--- src/rtl/pc_redirect_ctrl_pkg.sv ---
// Shared types and constants for the fetch PC redirect controller.
package pc_redirect_ctrl_pkg;

    typedef logic [31:0] PC;

    typedef enum logic [1:0] {
        BOOT    = 2'd0,
        RUN     = 2'd1,
        WAIT_DS = 2'd2
    } PC_CTRL_STATE;

    // Redirect request / pending-target bundle.
    typedef struct packed {
        logic enable;
        PC    pc_new;
    } PC_CHECK;

    localparam PC RESET_PC_DEFAULT   = 32'h0000_0000;
    localparam PC EXC_VECTOR_DEFAULT = 32'hBFC0_0380;

    function automatic PC pc_seq(input PC p);
        return p + 32'd4;
    endfunction

endpackage

--- src/rtl/pc_redirect_ctrl_if.sv ---
// Fetch, execute-redirect and exception signals around the PC controller.
interface pc_redirect_ctrl_if;
    import pc_redirect_ctrl_pkg::*;

    logic        fetch_ready;
    logic        pipe_stall;
    logic        ex_redirect_valid;
    PC           ex_redirect_pc;
    logic        ex_ds_fetched;
    logic        exc_valid;
    logic        exc_is_eret;
    PC           epc;
    PC           pc;
    logic        pc_valid;
    logic        flush_fetch;
    logic        redirect_pending;
    logic        err_ds_branch;
    logic [31:0] redirect_count;

    // Controller side: owns and presents the PC.
    modport master (
        input  fetch_ready, pipe_stall, ex_redirect_valid, ex_redirect_pc,
               ex_ds_fetched, exc_valid, exc_is_eret, epc,
        output pc, pc_valid, flush_fetch, redirect_pending, err_ds_branch,
               redirect_count
    );

    // Fetch / execute / exception side.
    modport slave (
        output fetch_ready, pipe_stall, ex_redirect_valid, ex_redirect_pc,
               ex_ds_fetched, exc_valid, exc_is_eret, epc,
        input  pc, pc_valid, flush_fetch, redirect_pending, err_ds_branch,
               redirect_count
    );

endinterface

--- src/rtl/pc_redirect_ctrl_counter.sv ---
// Wrapping event counter for applied PC redirects.
module pc_redirect_counter #(
    parameter int WIDTH = 32
) (
    input  logic             clk,
    input  logic             rst,
    input  logic             inc_en,
    output logic [WIDTH-1:0] count
);

    always_ff @(posedge clk) begin
        if (rst)
            count <= '0;
        else if (inc_en)
            count <= count + 1'b1;
    end

endmodule

--- src/rtl/pc_redirect_ctrl.sv ---
// Fetch PC owner: sequential advance, EX redirect with delay-slot deferral,
// exception entry and ERET return.
module pc_redirect_ctrl
    import pc_redirect_ctrl_pkg::*;
#(
    parameter PC RESET_PC   = RESET_PC_DEFAULT,
    parameter PC EXC_VECTOR = EXC_VECTOR_DEFAULT
) (
    input  logic               clk,
    input  logic               rst,
    pc_redirect_ctrl_if.master bus
);

    PC_CTRL_STATE state;
    PC            pc_q;
    PC_CHECK      pend_q;
    PC_CHECK      ex_req;
    logic         pc_valid_q;
    logic         flush_q;
    logic         pending_q;
    logic         err_q;
    logic         accept;
    logic         ex_now;
    logic         ds_take;
    logic         cnt_inc;
    logic [31:0]  count;

    assign ex_req  = '{enable: bus.ex_redirect_valid, pc_new: bus.ex_redirect_pc};
    assign accept  = pc_valid_q & bus.fetch_ready & ~bus.pipe_stall;
    assign ex_now  = ex_req.enable & (state == RUN) & bus.ex_ds_fetched;
    assign ds_take = (state == WAIT_DS) & pend_q.enable & accept;
    // Exception beats any EX redirect or delay-slot completion in the same cycle.
    assign cnt_inc = bus.exc_valid | ex_now | ds_take;

    always_ff @(posedge clk) begin
        if (rst) begin
            state      <= BOOT;
            pc_q       <= RESET_PC;
            pend_q     <= '0;
            pc_valid_q <= 1'b0;
            flush_q    <= 1'b0;
            pending_q  <= 1'b0;
            err_q      <= 1'b0;
        end else begin
            flush_q <= 1'b0;
            if (bus.exc_valid) begin
                pc_q       <= bus.exc_is_eret ? bus.epc : EXC_VECTOR;
                flush_q    <= 1'b1;
                pend_q     <= '0;
                state      <= RUN;
                pc_valid_q <= 1'b1;
                pending_q  <= 1'b0;
            end else begin
                case (state)
                    BOOT: begin
                        state      <= RUN;
                        pc_valid_q <= 1'b1;
                    end
                    RUN: begin
                        if (ex_now) begin
                            pc_q    <= ex_req.pc_new;
                            flush_q <= 1'b1;
                        end else if (ex_req.enable) begin
                            // Delay slot not fetched yet: keep advancing so it is.
                            pend_q    <= ex_req;
                            state     <= WAIT_DS;
                            pending_q <= 1'b1;
                            if (accept)
                                pc_q <= pc_seq(pc_q);
                        end else if (accept) begin
                            pc_q <= pc_seq(pc_q);
                        end
                    end
                    WAIT_DS: begin
                        if (ex_req.enable)
                            err_q <= 1'b1;
                        if (ds_take) begin
                            pc_q      <= pend_q.pc_new;
                            flush_q   <= 1'b1;
                            pend_q    <= '0;
                            state     <= RUN;
                            pending_q <= 1'b0;
                        end
                    end
                    default: begin
                        state      <= BOOT;
                        pc_valid_q <= 1'b0;
                        pending_q  <= 1'b0;
                    end
                endcase
            end
        end
    end

    pc_redirect_counter #(.WIDTH(32)) u_cnt (
        .clk    (clk),
        .rst    (rst),
        .inc_en (cnt_inc),
        .count  (count)
    );

    assign bus.pc               = pc_q;
    assign bus.pc_valid         = pc_valid_q;
    assign bus.flush_fetch      = flush_q;
    assign bus.redirect_pending = pending_q;
    assign bus.err_ds_branch    = err_q;
    assign bus.redirect_count   = count;

endmodule
--- src/flat_wrapper.sv ---
// flat-port wrapper written by rule: the top's interface ports become plain ports
module pc_redirect_ctrl_flat import pc_redirect_ctrl_pkg::*;
#(
    parameter PC RESET_PC   = RESET_PC_DEFAULT,
    parameter PC EXC_VECTOR = EXC_VECTOR_DEFAULT
)
  (clk, rst, bus_fetch_ready, bus_pipe_stall, bus_ex_redirect_valid, bus_ex_redirect_pc, bus_ex_ds_fetched, bus_exc_valid, bus_exc_is_eret, bus_epc, bus_pc, bus_pc_valid, bus_flush_fetch, bus_redirect_pending, bus_err_ds_branch, bus_redirect_count);
  pc_redirect_ctrl_if bus_i ();
  input  logic clk;
  input  logic rst;
  input wire logic [$bits(bus_i.fetch_ready)-1:0] bus_fetch_ready;
  input wire logic [$bits(bus_i.pipe_stall)-1:0] bus_pipe_stall;
  input wire logic [$bits(bus_i.ex_redirect_valid)-1:0] bus_ex_redirect_valid;
  input wire logic [$bits(bus_i.ex_redirect_pc)-1:0] bus_ex_redirect_pc;
  input wire logic [$bits(bus_i.ex_ds_fetched)-1:0] bus_ex_ds_fetched;
  input wire logic [$bits(bus_i.exc_valid)-1:0] bus_exc_valid;
  input wire logic [$bits(bus_i.exc_is_eret)-1:0] bus_exc_is_eret;
  input wire logic [$bits(bus_i.epc)-1:0] bus_epc;
  output wire logic [$bits(bus_i.pc)-1:0] bus_pc;
  output wire logic [$bits(bus_i.pc_valid)-1:0] bus_pc_valid;
  output wire logic [$bits(bus_i.flush_fetch)-1:0] bus_flush_fetch;
  output wire logic [$bits(bus_i.redirect_pending)-1:0] bus_redirect_pending;
  output wire logic [$bits(bus_i.err_ds_branch)-1:0] bus_err_ds_branch;
  output wire logic [$bits(bus_i.redirect_count)-1:0] bus_redirect_count;
  assign bus_i.fetch_ready = bus_fetch_ready;
  assign bus_i.pipe_stall = bus_pipe_stall;
  assign bus_i.ex_redirect_valid = bus_ex_redirect_valid;
  assign bus_i.ex_redirect_pc = bus_ex_redirect_pc;
  assign bus_i.ex_ds_fetched = bus_ex_ds_fetched;
  assign bus_i.exc_valid = bus_exc_valid;
  assign bus_i.exc_is_eret = bus_exc_is_eret;
  assign bus_i.epc = bus_epc;
  assign bus_pc = bus_i.pc;
  assign bus_pc_valid = bus_i.pc_valid;
  assign bus_flush_fetch = bus_i.flush_fetch;
  assign bus_redirect_pending = bus_i.redirect_pending;
  assign bus_err_ds_branch = bus_i.err_ds_branch;
  assign bus_redirect_count = bus_i.redirect_count;
  pc_redirect_ctrl #(.RESET_PC(RESET_PC), .EXC_VECTOR(EXC_VECTOR)) u_core (.clk(clk), .rst(rst), .bus(bus_i));
endmodule
--- config.mk ---
export PLATFORM = sky130hd
export DESIGN_NAME = pc_redirect_ctrl_flat
export DESIGN_NICKNAME = d
export VERILOG_FILES = /design/src/rtl/pc_redirect_ctrl_pkg.sv /design/src/rtl/pc_redirect_ctrl_if.sv /design/src/rtl/pc_redirect_ctrl_counter.sv /design/src/rtl/pc_redirect_ctrl.sv /design/src/flat_wrapper.sv
export SDC_FILE = /design/constraint.sdc
export NUM_CORES = 1
export LEC_CHECK = 0
export BUFFER_PORTS_ARGS = -buffer_cell sky130_fd_sc_hd__buf_2
export CELL_PAD_IN_SITES_DETAIL_PLACEMENT = 1
export CELL_PAD_IN_SITES_GLOBAL_PLACEMENT = 2
export CORE_MARGIN = 1.5
export CORE_UTILIZATION = 30
export DETAILED_ROUTE_END_ITERATION = 7
export PLACE_DENSITY = 0.86
export SLEW_MARGIN = 5
export SYNTH_ARGS = -nofsm -noshare
export SYNTH_HDL_FRONTEND = slang
export SYNTH_SLANG_ARGS = --single-unit
--- constraint.sdc ---
create_clock -name clk -period 3.2 [get_ports clk]
set_input_delay 0 -clock clk [delete_from_list [all_inputs] [get_ports clk]]
set_output_delay 0 -clock clk [all_outputs]
set_load 0.02 [all_outputs]
== After elaboration in Yosys (flattened, before gate mapping) ==
Index checks and enable logic that the tools add are counted.

* Bits in writable memories: 0
* Memories kept: 0
* Output and inout port bits: 68
* Input bits: 72
* Memory bits (read-only): 0
* Word-level logic and storage cells: 69
* Register bits: 103
* Bits in latches: 0

* Div/mod/pow operators: 0
* $lt $le $gt $ge: 0
* Shift-type cells: 0
* Muxes and demuxes: 25
* $mul: 0
* Bitwise logic cells: 11
* Reductions and logical operators: 11
* Equal/unequal tests: 10
* Add/subtract/negate cells: 2

{| class="wikitable"
|+ Operators with widths
! operator !! count
|-
| 2-to-1 mux 32 bit || 5
|-
| 2-to-1 mux 33 bit || 3
|-
| one-hot mux 33 bit (2 select lines) || 1
|-
| one-hot mux 32 bit (2 select lines) || 1
|-
| adder 32 x 1 -> 32 bit, second input constant || 1
|-
| adder 32 x 3 -> 32 bit, second input constant || 1
|-
| AND reduction 3 bit || 4
|-
| 2-to-1 mux 1 bit || 8
|-
| AND reduction 4 bit || 2
|-
| bitwise AND 1 bit || 6
|-
| 2-to-1 mux 2 bit || 3
|-
| != test 3 bit, second input constant || 2
|-
| one-hot mux 2 bit (3 select lines) || 1
|-
| != test 2 x 1 -> 1 bit, second input constant || 2
|-
| != test 2 bit, second input constant || 2
|-
| != test 4 x 2 -> 1 bit, second input constant || 1
|-
| one-hot mux 1 bit (2 select lines) || 2
|-
| OR reduction 2 bit || 2
|-
| != test 3 x 2 -> 1 bit, second input constant || 1
|-
| NOT 1 bit || 3
|-
| one-hot mux 1 bit (3 select lines) || 1
|-
| nonzero test 3 bit || 1
|-
| == test 2 x 1 -> 1 bit, second input constant || 1
|-
| == test 2 bit, second input constant || 1
|-
| other kinds (3) || 4
|}

== Logic depth before layout (Yosys ltp) ==
Gate-level depths: netlist (run 1).

* Depth in word-level cells: 6
* Mapped depth: 10
* Mapped depth without buffers: 7

== Modules after synthesis ==
Synthesis (run 1) repeated with hierarchy kept, for this count alone.

* Cell total of the unflattened synthesis: 758
* Area, all modules: 5868.1 µm²

{| class="wikitable"
|+ By module, submodules not included
! module !! area each (µm²) !! sequential area each (µm²) !! times used !! cells an instance
|-
| pc_redirect_ctrl || 4304.1 || 1421.4 || 1 || 577
|-
| pc_redirect_counter || 1564.0 || 640.6 || 1 || 181
|}

== Worst setup path before layout (run 1) ==
OpenSTA, ideal clock, no wires.

* Path type: register to register
* Start: reg u_core.pc_q[18], in the netlist u_core.bus.pc[18]
* End: reg u_core.pc_q[31], in the netlist u_core.bus.pc[31]
* Path buffers: 0
* Setup time: 0.142 ns
* Arrival: 1.997 ns
* Data required time: 3.058 ns
* Cell stages (with the launch flop): 6
* Setup slack: 1.061 ns
* Clock period less this slack: 2.139 ns
* Cell sequence: dfxtp_1 -> nand3_1 -> or2_2 -> or4_2 -> o31ai_1 -> a221oi_1

* Cells in the longest elaborated chain, start to end: 5

{| class="wikitable"
|+ RTL lines
! element !! RTL line !! source
|-
| start, declared || pc_redirect_ctrl.sv:15 || <nowiki>PC pc_q;</nowiki>
|-
| start signal, assigned || pc_redirect_ctrl.sv:47 || <nowiki>pc_q <= bus.exc_is_eret ? bus.epc : EXC_VECTOR;</nowiki>
|-
| start signal, assigned || pc_redirect_ctrl.sv:61 || <nowiki>pc_q <= ex_req.pc_new;</nowiki>
|-
| start signal, assigned || pc_redirect_ctrl.sv:69 || <nowiki>pc_q <= pc_seq(pc_q);</nowiki>
|-
| adder 32 x 3 -> 32 bit || pc_redirect_ctrl_pkg.sv:22 || <nowiki>return p + 32'd4;</nowiki>
|-
| 2-to-1 mux 32 bit || pc_redirect_ctrl.sv:68, pc_redirect_ctrl.sv:70 ||
|-
| 2-to-1 mux 32 bit || pc_redirect_ctrl.sv:60 || <nowiki>if (ex_now) begin</nowiki>
|-
| one-hot mux 32 bit (2 select lines) || pc_redirect_ctrl.sv:54 || <nowiki>case (state)</nowiki>
|-
| 2-to-1 mux 32 bit || pc_redirect_ctrl.sv:46 || <nowiki>if (bus.exc_valid) begin</nowiki>
|}

Every way passes these cells. The select of a mux whose other input is x is not followed.
A chain may end at the register's enable or synchronous reset.

== Final worst setup path (run 1) ==
* Start: reg u_core.state[0]
* End: reg u_core.u_cnt.count[29]

* Cells in the longest elaborated chain, start to end: 5
* Elaborated cells between the ends (all ways): 8
* Those cells by class: eq/ne (2); bitwise (6)

{| class="wikitable"
|+ RTL lines
! element !! RTL line !! source
|-
| start, declared || pc_redirect_ctrl.sv:14 || <nowiki>PC_CTRL_STATE state;</nowiki>
|-
| start signal, assigned || pc_redirect_ctrl.sv:37 || <nowiki>state <= BOOT;</nowiki>
|-
| start signal, assigned || pc_redirect_ctrl.sv:50 || <nowiki>state <= RUN;</nowiki>
|-
| start signal, assigned || pc_redirect_ctrl.sv:56 || <nowiki>state <= RUN;</nowiki>
|-
| == test 2 x 1 -> 1 bit || pc_redirect_ctrl.sv:30 || <nowiki>assign ex_now = ex_req.enable & (state == RUN) & bus.ex_ds_fetched;</nowiki>
|-
| bitwise AND 1 bit (2 in a row) || pc_redirect_ctrl.sv:30 ||
|-
| bitwise OR 1 bit || pc_redirect_ctrl.sv:33 || <nowiki>assign cnt_inc = bus.exc_valid | ex_now | ds_take;</nowiki>
|-
| bitwise OR 1 bit * || pc_redirect_ctrl.sv:33 ||
|-
| end signal, assigned || pc_redirect_ctrl_counter.sv:15 || <nowiki>count <= count + 1'b1;</nowiki>
|-
| end, declared || pc_redirect_ctrl_counter.sv:8 || <nowiki>output logic [WIDTH-1:0] count</nowiki>
|}

Mark *: on every way between the ends. The rest lies on a longest branch, timed or not.

==> impl_metrics.env, run 1 <==
export IMPL_hold_path_endpoint="u_core.pend_q[0]"
export IMPL_finalPower_w=0.00308
export IMPL_ys_warn_count=0
export IMPL_p_leak_nw=2.78
export IMPL_utilization_pct=38.9
export IMPL_nFillCells=2320
export IMPL_die_area_mm2=0.0197
export IMPL_drv_cap=0
export IMPL_finalNetCount=965
export IMPL_synth_main_ff_cell="dfxtp_1"
export IMPL_finalWirelength_mm=21.4
export IMPL_gp_congestion=0.823
export IMPL_area_growth_pct=28.0
export IMPL_max_freq_mhz=384
export IMPL_syn_avg_cell_area_um2=7.73
export IMPL_yosysUniqueCellTypes=66
export IMPL_worst_ep_required_time_ps=3490
export IMPL_ant_nets=0
export IMPL_highest_layer="met4"
export IMPL_vdd_drop_max_mv=0.218
export IMPL_clock_skew_ps=15.0
export IMPL_netlist_top_cells_count="103 x dfxtp_1, 70 x nand2_1, 69 x a21oi_1, 64 x nor2_1, 61 x nand3_1"
export IMPL_slew_headroom_pct=38.6
export IMPL_wl_met3_mm=1.03
export IMPL_hold_depth=4
export IMPL_syn_area_mm2=0.00565
export IMPL_setup_tns_ps=0
export IMPL_dpl_cell_area_mm2=0.00659
export IMPL_r2r_start="u_core.state[0]"
export IMPL_grt_antenna_before_repair=1
export IMPL_grt_use_total_pct=21.8
export IMPL_vias=6202
export IMPL_cp_data_arrival_time_ps=2890
export IMPL_yosysMostFrequentCell="dfxtp_1"
export IMPL_cts_buffers=9
export IMPL_period_share_pct=81.3
export IMPL_cp_max_fo=16
export IMPL_pre_cts_ws_ps=598
export IMPL_drcViolationCount=0
export IMPL_initial_core_util_pct=30.4
export IMPL_hold_start="bus_ex_redirect_pc[0]"
export IMPL_first_pass_iters=5
export IMPL_path_depth=8
export IMPL_setup_violations_final=0
export IMPL_final_min_clock_period_ps=2600
export IMPL_grt_max_degree=61
export IMPL_clk_latency_ps=360
export IMPL_crit_family="simple AND/OR/NAND/NOR gates"
export IMPL_grt_pass1_vias=6034
export IMPL_postCtsSetupBuffers=0
export IMPL_crit_type="reg -> reg"
export IMPL_route_met2_wl_mm=9.80
export IMPL_syn_inst=731
export IMPL_routedWlPerCell_um=19.0
export IMPL_final_hold_viol_count=0
export IMPL_drtIter0Drc=515
export IMPL_grt_pass1_wl_mm=33.9
export IMPL_worst_pin_slew_ps=921
export IMPL_regToRegSetupSlack_ps=600
export IMPL_rows=50
export IMPL_cts_tree="done"
export IMPL_synth_edff_count=0
export IMPL_crit_buf_inv=3
export IMPL_die_w_um=140
export IMPL_reg2regPathDepth=8
export IMPL_hold_path_class="in -> reg"
export IMPL_cpPeakStageDelay_ps=550
export IMPL_ys_top_cells_by_area="dfxtp_1 36%, a21oi_1 6.1%, nand3_1 5.4%"
export IMPL_m1WireLength_mm=10.3
export IMPL_io_pins=140
export IMPL_startpoint_type="flop"
export IMPL_final_max_slew_viol_count=0
export IMPL_crit_path_end_kind="flop"
export IMPL_final_area_mm2=0.00723
export IMPL_p_per_area_mw_per_mm2=426
export IMPL_outcome="finished, final reports clean"
export IMPL_syn_nets=810
export IMPL_r2r_end="u_core.u_cnt.count[29]"
export IMPL_port_buffers=139
export IMPL_post_route_cells_drive_above_1_share_pct=21.0
export IMPL_fp_coreArea_mm2=0.0186
export IMPL_synth_top_cell_area_share_pct=36.5
export IMPL_viasPerCell=5.51
export IMPL_cts_sinks=103
export IMPL_grt_overflow=0
export IMPL_dieHeight_um=140
export IMPL_clk_path_buf_depth=2
export IMPL_path_clk_slew_ps=80
export IMPL_synth_seq_area_share_pct=36.5
export IMPL_path_cells="inv_1, ha_1, buf_4, clkinv_1, o211ai_2, nand3_1, or4_1, a21oi_1"
export IMPL_cts_htree_levels=3
export IMPL_yosysTopAreaCell="dfxtp_1"
export IMPL_dpl_hpwl_mm=15.0
export IMPL_final_setup_worst_slack_ps=597
export IMPL_clockRootBuffer="clkbuf_16"
export IMPL_async_reset_ff_share_pct=0
export IMPL_rsz0062_at_grt="no"
export IMPL_ys_ff_latch=103
export IMPL_crit_slowest_cell="o211ai_2"
worst reg2reg max path, cell delays in order, from the launching register on:
cell and delay, ps:
dfxtp_1 350, inv_1 100, ha_1 150, buf_4 190, clkinv_1 140, o211ai_2 550, nand3_1 390, or4_1 500
a21oi_1 150
power breakdown:
group / internal [W] / leakage (nW) / switching (W) / total [W]
sequential: 0.00134 / 0.839 / 0.0000753 / 0.00141
combinational: 0.000224 / 1.82 / 0.000372 / 0.000596
clock: 0.000533 / 0.123 / 0.000536 / 0.00107
cell usage in the layout (no fill, tap or decap), types with 4 or more instances in the layout:
cell type and count:
a221o_1 4, a222oi_1 11, inv_1 19, clkbuf_16 9, nor3_1 18, ha_1 7
buf_4 20, and2_1 6, mux2i_1 4, nand3_1 61, dlygate4sd3_1 37, a211oi_1 8
nor4_1 11, a21oi_1 69, nand4_1 30, or3_1 8, clkinvlp_4 4, a31oi_1 11
xnor2_1 7, buf_2 139, and3_1 16, or4_1 5, dfxtp_1 103, nor2_1 64
a22oi_1 4, xor2_1 22, o21ai_0 34, o31ai_1 5, nand2_1 70, a221oi_1 5
a311oi_1 6, nand2b_1 8, o32ai_1 4
cell type report:
cell class                      instances  area [um^2]  share of cell area (%)
Multi-Input combinational cell        556         3310                    45.8
Clock inverter                          6         46.3                   0.640
Antenna cell                            1         2.50                  0.0346
Tap cell                              234          293                    4.05
Timing Repair Buffer                  196         1220                    16.8
Sequential cell                       103         2060                    28.5
Clock buffer                           10          229                    3.17
Inverter                               20         75.1                    1.04
metal layers:
layer / vias up / GRT usage, %
li1: 3032 / -
met1: 2982 / 31.2
met2: 173 / 34.3
met3: 15 / 3.25
met4: 0 / 5.65
met5: - / 0
how the worst max path moves through the flow:
stage | start | endpoint | slack (ps)
2_1_floorplan | u_core.bus.pc[18] | u_core.bus.pc[31] | 1060
3_3_place_gp | u_core.state[0] | u_core.u_cnt.count[29] | 680
6_report | u_core.state[0] | u_core.u_cnt.count[29] | 600
4_1_cts | u_core.state[0] | u_core.u_cnt.count[29] | 570
5_1_grt | u_core.state[0] | u_core.u_cnt.count[29] | 390
3_5_place_dp | u_core.state[0] | u_core.u_cnt.count[29] | 600
through the flow:
stage	hold WS (ps)	cells
after floorplan	141	731
after global placement	288	1072
after detailed placement	294	1072
after CTS	12.5	1125
after global routing	36.8	1126
final	22.4	1126
registers in the layout, summed over array words and instances, names as in the netlist:
register                     cells
u_core.pend_q                   33
u_core.bus.pc                   32
u_core.u_cnt.count              32
u_core.state                     2
u_core.bus.err_ds_branch         1
u_core.bus.flush_fetch           1
u_core.bus.pc_valid              1
u_core.bus.redirect_pending      1
timing repair:
item                                   CTS  global route
hold buffers                            37             0
gates resized for setup                  0             0
endpoints found under the hold margin   37             0
kinds of logic after synthesis:
| logic type | after synthesis | share of synthesized area [%] |
|---|---|---|
| simple gates | 319 | 28.7 |
| mux | 5 | 0.908 |
| buf+inv | 72 | 4.94 |
| flops | 103 | 36.5 |
| fa+ha+maj | 7 | 1.55 |
| xor+xnor | 29 | 4.50 |
| compound gates | 196 | 23.0 |
No activity file was read; power rests on OpenSTA's default activity.
==> run 2: changes to the inputs <==
- CORE_UTILIZATION: 30 -> 27
- PLACE_DENSITY: 0.86 -> 0.82
- clock period: 3.2 -> 2.35 ns (I/O delays scaled with it)
==> impl_metrics.env, run 2 (synthesis results as in run 1) <==
export IMPL_final_cell_mix="139 x buf_2, 102 x dfxtp_1, 70 x nand2_1, 69 x a21oi_1, 64 x nor2_1"
export IMPL_initial_core_util_pct=27.7
export IMPL_hold_path_class="in -> reg"
export IMPL_final_hold_viol_count=0
export IMPL_drv_cap=0
export IMPL_cpPeakStageDelay_ps=500
export IMPL_grt_pass1_wl_mm=35.9
export IMPL_clk_latency_ps=370
export IMPL_port_buffers=139
export IMPL_clockRootBuffer="clkbuf_16"
export IMPL_ant_nets=0
export IMPL_setup_violations_final=0
export IMPL_vias=6327
export IMPL_path_clk_slew_ps=80
export IMPL_largest_reg_flops=33
export IMPL_crit_type="reg -> reg"
export IMPL_cp_data_arrival_time_ps=2450
export IMPL_grt_overflow=0
export IMPL_antenna_cells=0
export IMPL_area_growth_pct=36.4
export IMPL_finalNetCount=1005
export IMPL_nFillCells=2551
export IMPL_first_pass_iters=5
export IMPL_utilization_pct=37.9
export IMPL_grt_pass1_vias=6432
export IMPL_die_w_um=148
export IMPL_outcome="finished, final reports clean"
export IMPL_setup_tns_ps=0
export IMPL_crit_slowest_cell="a222oi_1"
export IMPL_worst_pin_slew_ps=710
export IMPL_fp_coreArea_mm2=0.0204
export IMPL_final_common_cell="buf_2"
export IMPL_worst_ep_required_time_ps=2570
export IMPL_path_cells="inv_1, ha_1, nand3_1, nor2_1, buf_4, a222oi_1, o31a_1, o32ai_1"
export IMPL_cp_max_fo=10
export IMPL_clock_skew_ps=11.6
export IMPL_max_freq_mhz=448
export IMPL_final_area_mm2=0.00771
export IMPL_drtIter0Drc=468
export IMPL_die_area_mm2=0.0218
export IMPL_final_max_slew_viol_count=0
export IMPL_vdd_drop_max_mv=0.278
export IMPL_startpoint_type="flop"
export IMPL_slew_headroom_pct=52.7
export IMPL_cts_tree="done"
export IMPL_post_route_cells_drive_above_1_share_pct=25.0
export IMPL_rsz0062_at_grt="yes"
export IMPL_routedWlPerCell_um=18.7
export IMPL_cts_buffers=9
export IMPL_gp_congestion=0.834
export IMPL_top_register="u_core.pend_q"
export IMPL_clk_path_buf_depth=2
export IMPL_dpl_hpwl_mm=16.4
export IMPL_grt_use_total_pct=20.9
export IMPL_cts_sinks=103
export IMPL_finalWirelength_mm=22.4
export IMPL_cts_htree_levels=3
export IMPL_hold_ws_ps=8.03
export IMPL_dieHeight_um=148
export IMPL_crit_path_end_kind="flop"
export IMPL_dpl_cell_area_mm2=0.00699
export IMPL_final_min_clock_period_ps=2230
export IMPL_grt_antenna_before_repair=0
export IMPL_period_share_pct=94.9
export IMPL_p_leak_nw=3.04
export IMPL_grt_max_degree=61
export IMPL_io_pins=140
export IMPL_p_per_area_mw_per_mm2=580
export IMPL_rows=52
export IMPL_drcViolationCount=0
export IMPL_viasPerCell=5.27
==> run 2: changes by cell type in the layout (fill, tap and decap cells not counted), moves of 2 or more <==
cell	before	now
clkinvlp_4	4	1
inv_6	0	2
buf_4	20	55
buf_12	0	5
==> run 2: path summary, 6_finish.rpt <==
kind | start | to | slack (ps) | cells after the start
hold / removal | bus_ex_redirect_pc[1] | u_core.pend_q[1] | 8 | 4
hold reg to reg | u_core.pend_q[17] | u_core.pend_q[17] | 450 | 2
setup reg to reg | u_core.state[1] | u_core.bus.pc[21] | 120 | 8
setup / recovery | u_core.state[1] | u_core.bus.pc[21] | 120 | 8
==> run 2: metrics by stage <==
stage                     cells  worst slack [ps]  power, W
after global placement     1148              80.1   0.00279
after detailed placement   1148              30.0   0.00280
after global routing       1201             -9.35   0.00468
final                      1201               120   0.00447
after floorplan             731               211   0.00240
after CTS                  1201              12.7   0.00451
==> run 2: metal layers <==
layer,vias up,track usage (%),wire length [um]
li1,3116,-,-
met1,3022,28.5,10600
met2,164,33.3,10200
met3,25,3.52,1080
met4,0,7.35,505
met5,-,0,0
==> run 2: critical path, delay by kind of cell, from the launching register on <==
kind / cells / cell delay [ps]
compound gates: 3 / 800
fa+ha+maj: 1 / 280
buf+inv: 2 / 300
flops: 1 / 360
simple gates: 2 / 350
==> run 2: where the power goes <==
part / leakage, nW / internal (W) / switching [W] / total [W]
logic: 2.05 / 0.000371 / 0.000550 / 0.000921
registers: 0.839 / 0.00182 / 0.0000769 / 0.00190
clock network: 0.151 / 0.000854 / 0.000793 / 0.00165
total: 3.04 / 0.00305 / 0.00142 / 0.00447
==> run 2: what timing repair did <==
| action | CTS | global route |
|---|---|---|
| buffers inserted | 0 | 0 |
| hold buffers | 37 | 0 |
| resized for setup | 0 | 6 |
| hold endpoints to repair | 37 | 0 |
| setup endpoints to repair | 0 | 17 |
==> run 2: layout make-up <==
| class | instances | area, um^2 | share of cell area, % |
|---|---|---|---|
| clock inverter | 7 | 91.3 | 1.18 |
| multi-input combinational | 556 | 3340 | 43.3 |
| clock buffer | 9 | 225 | 2.92 |
| sequential | 103 | 2060 | 26.8 |
| tap | 270 | 338 | 4.38 |
| inverter | 20 | 75.1 | 0.974 |
| timing repair buffer | 236 | 1580 | 20.5 |
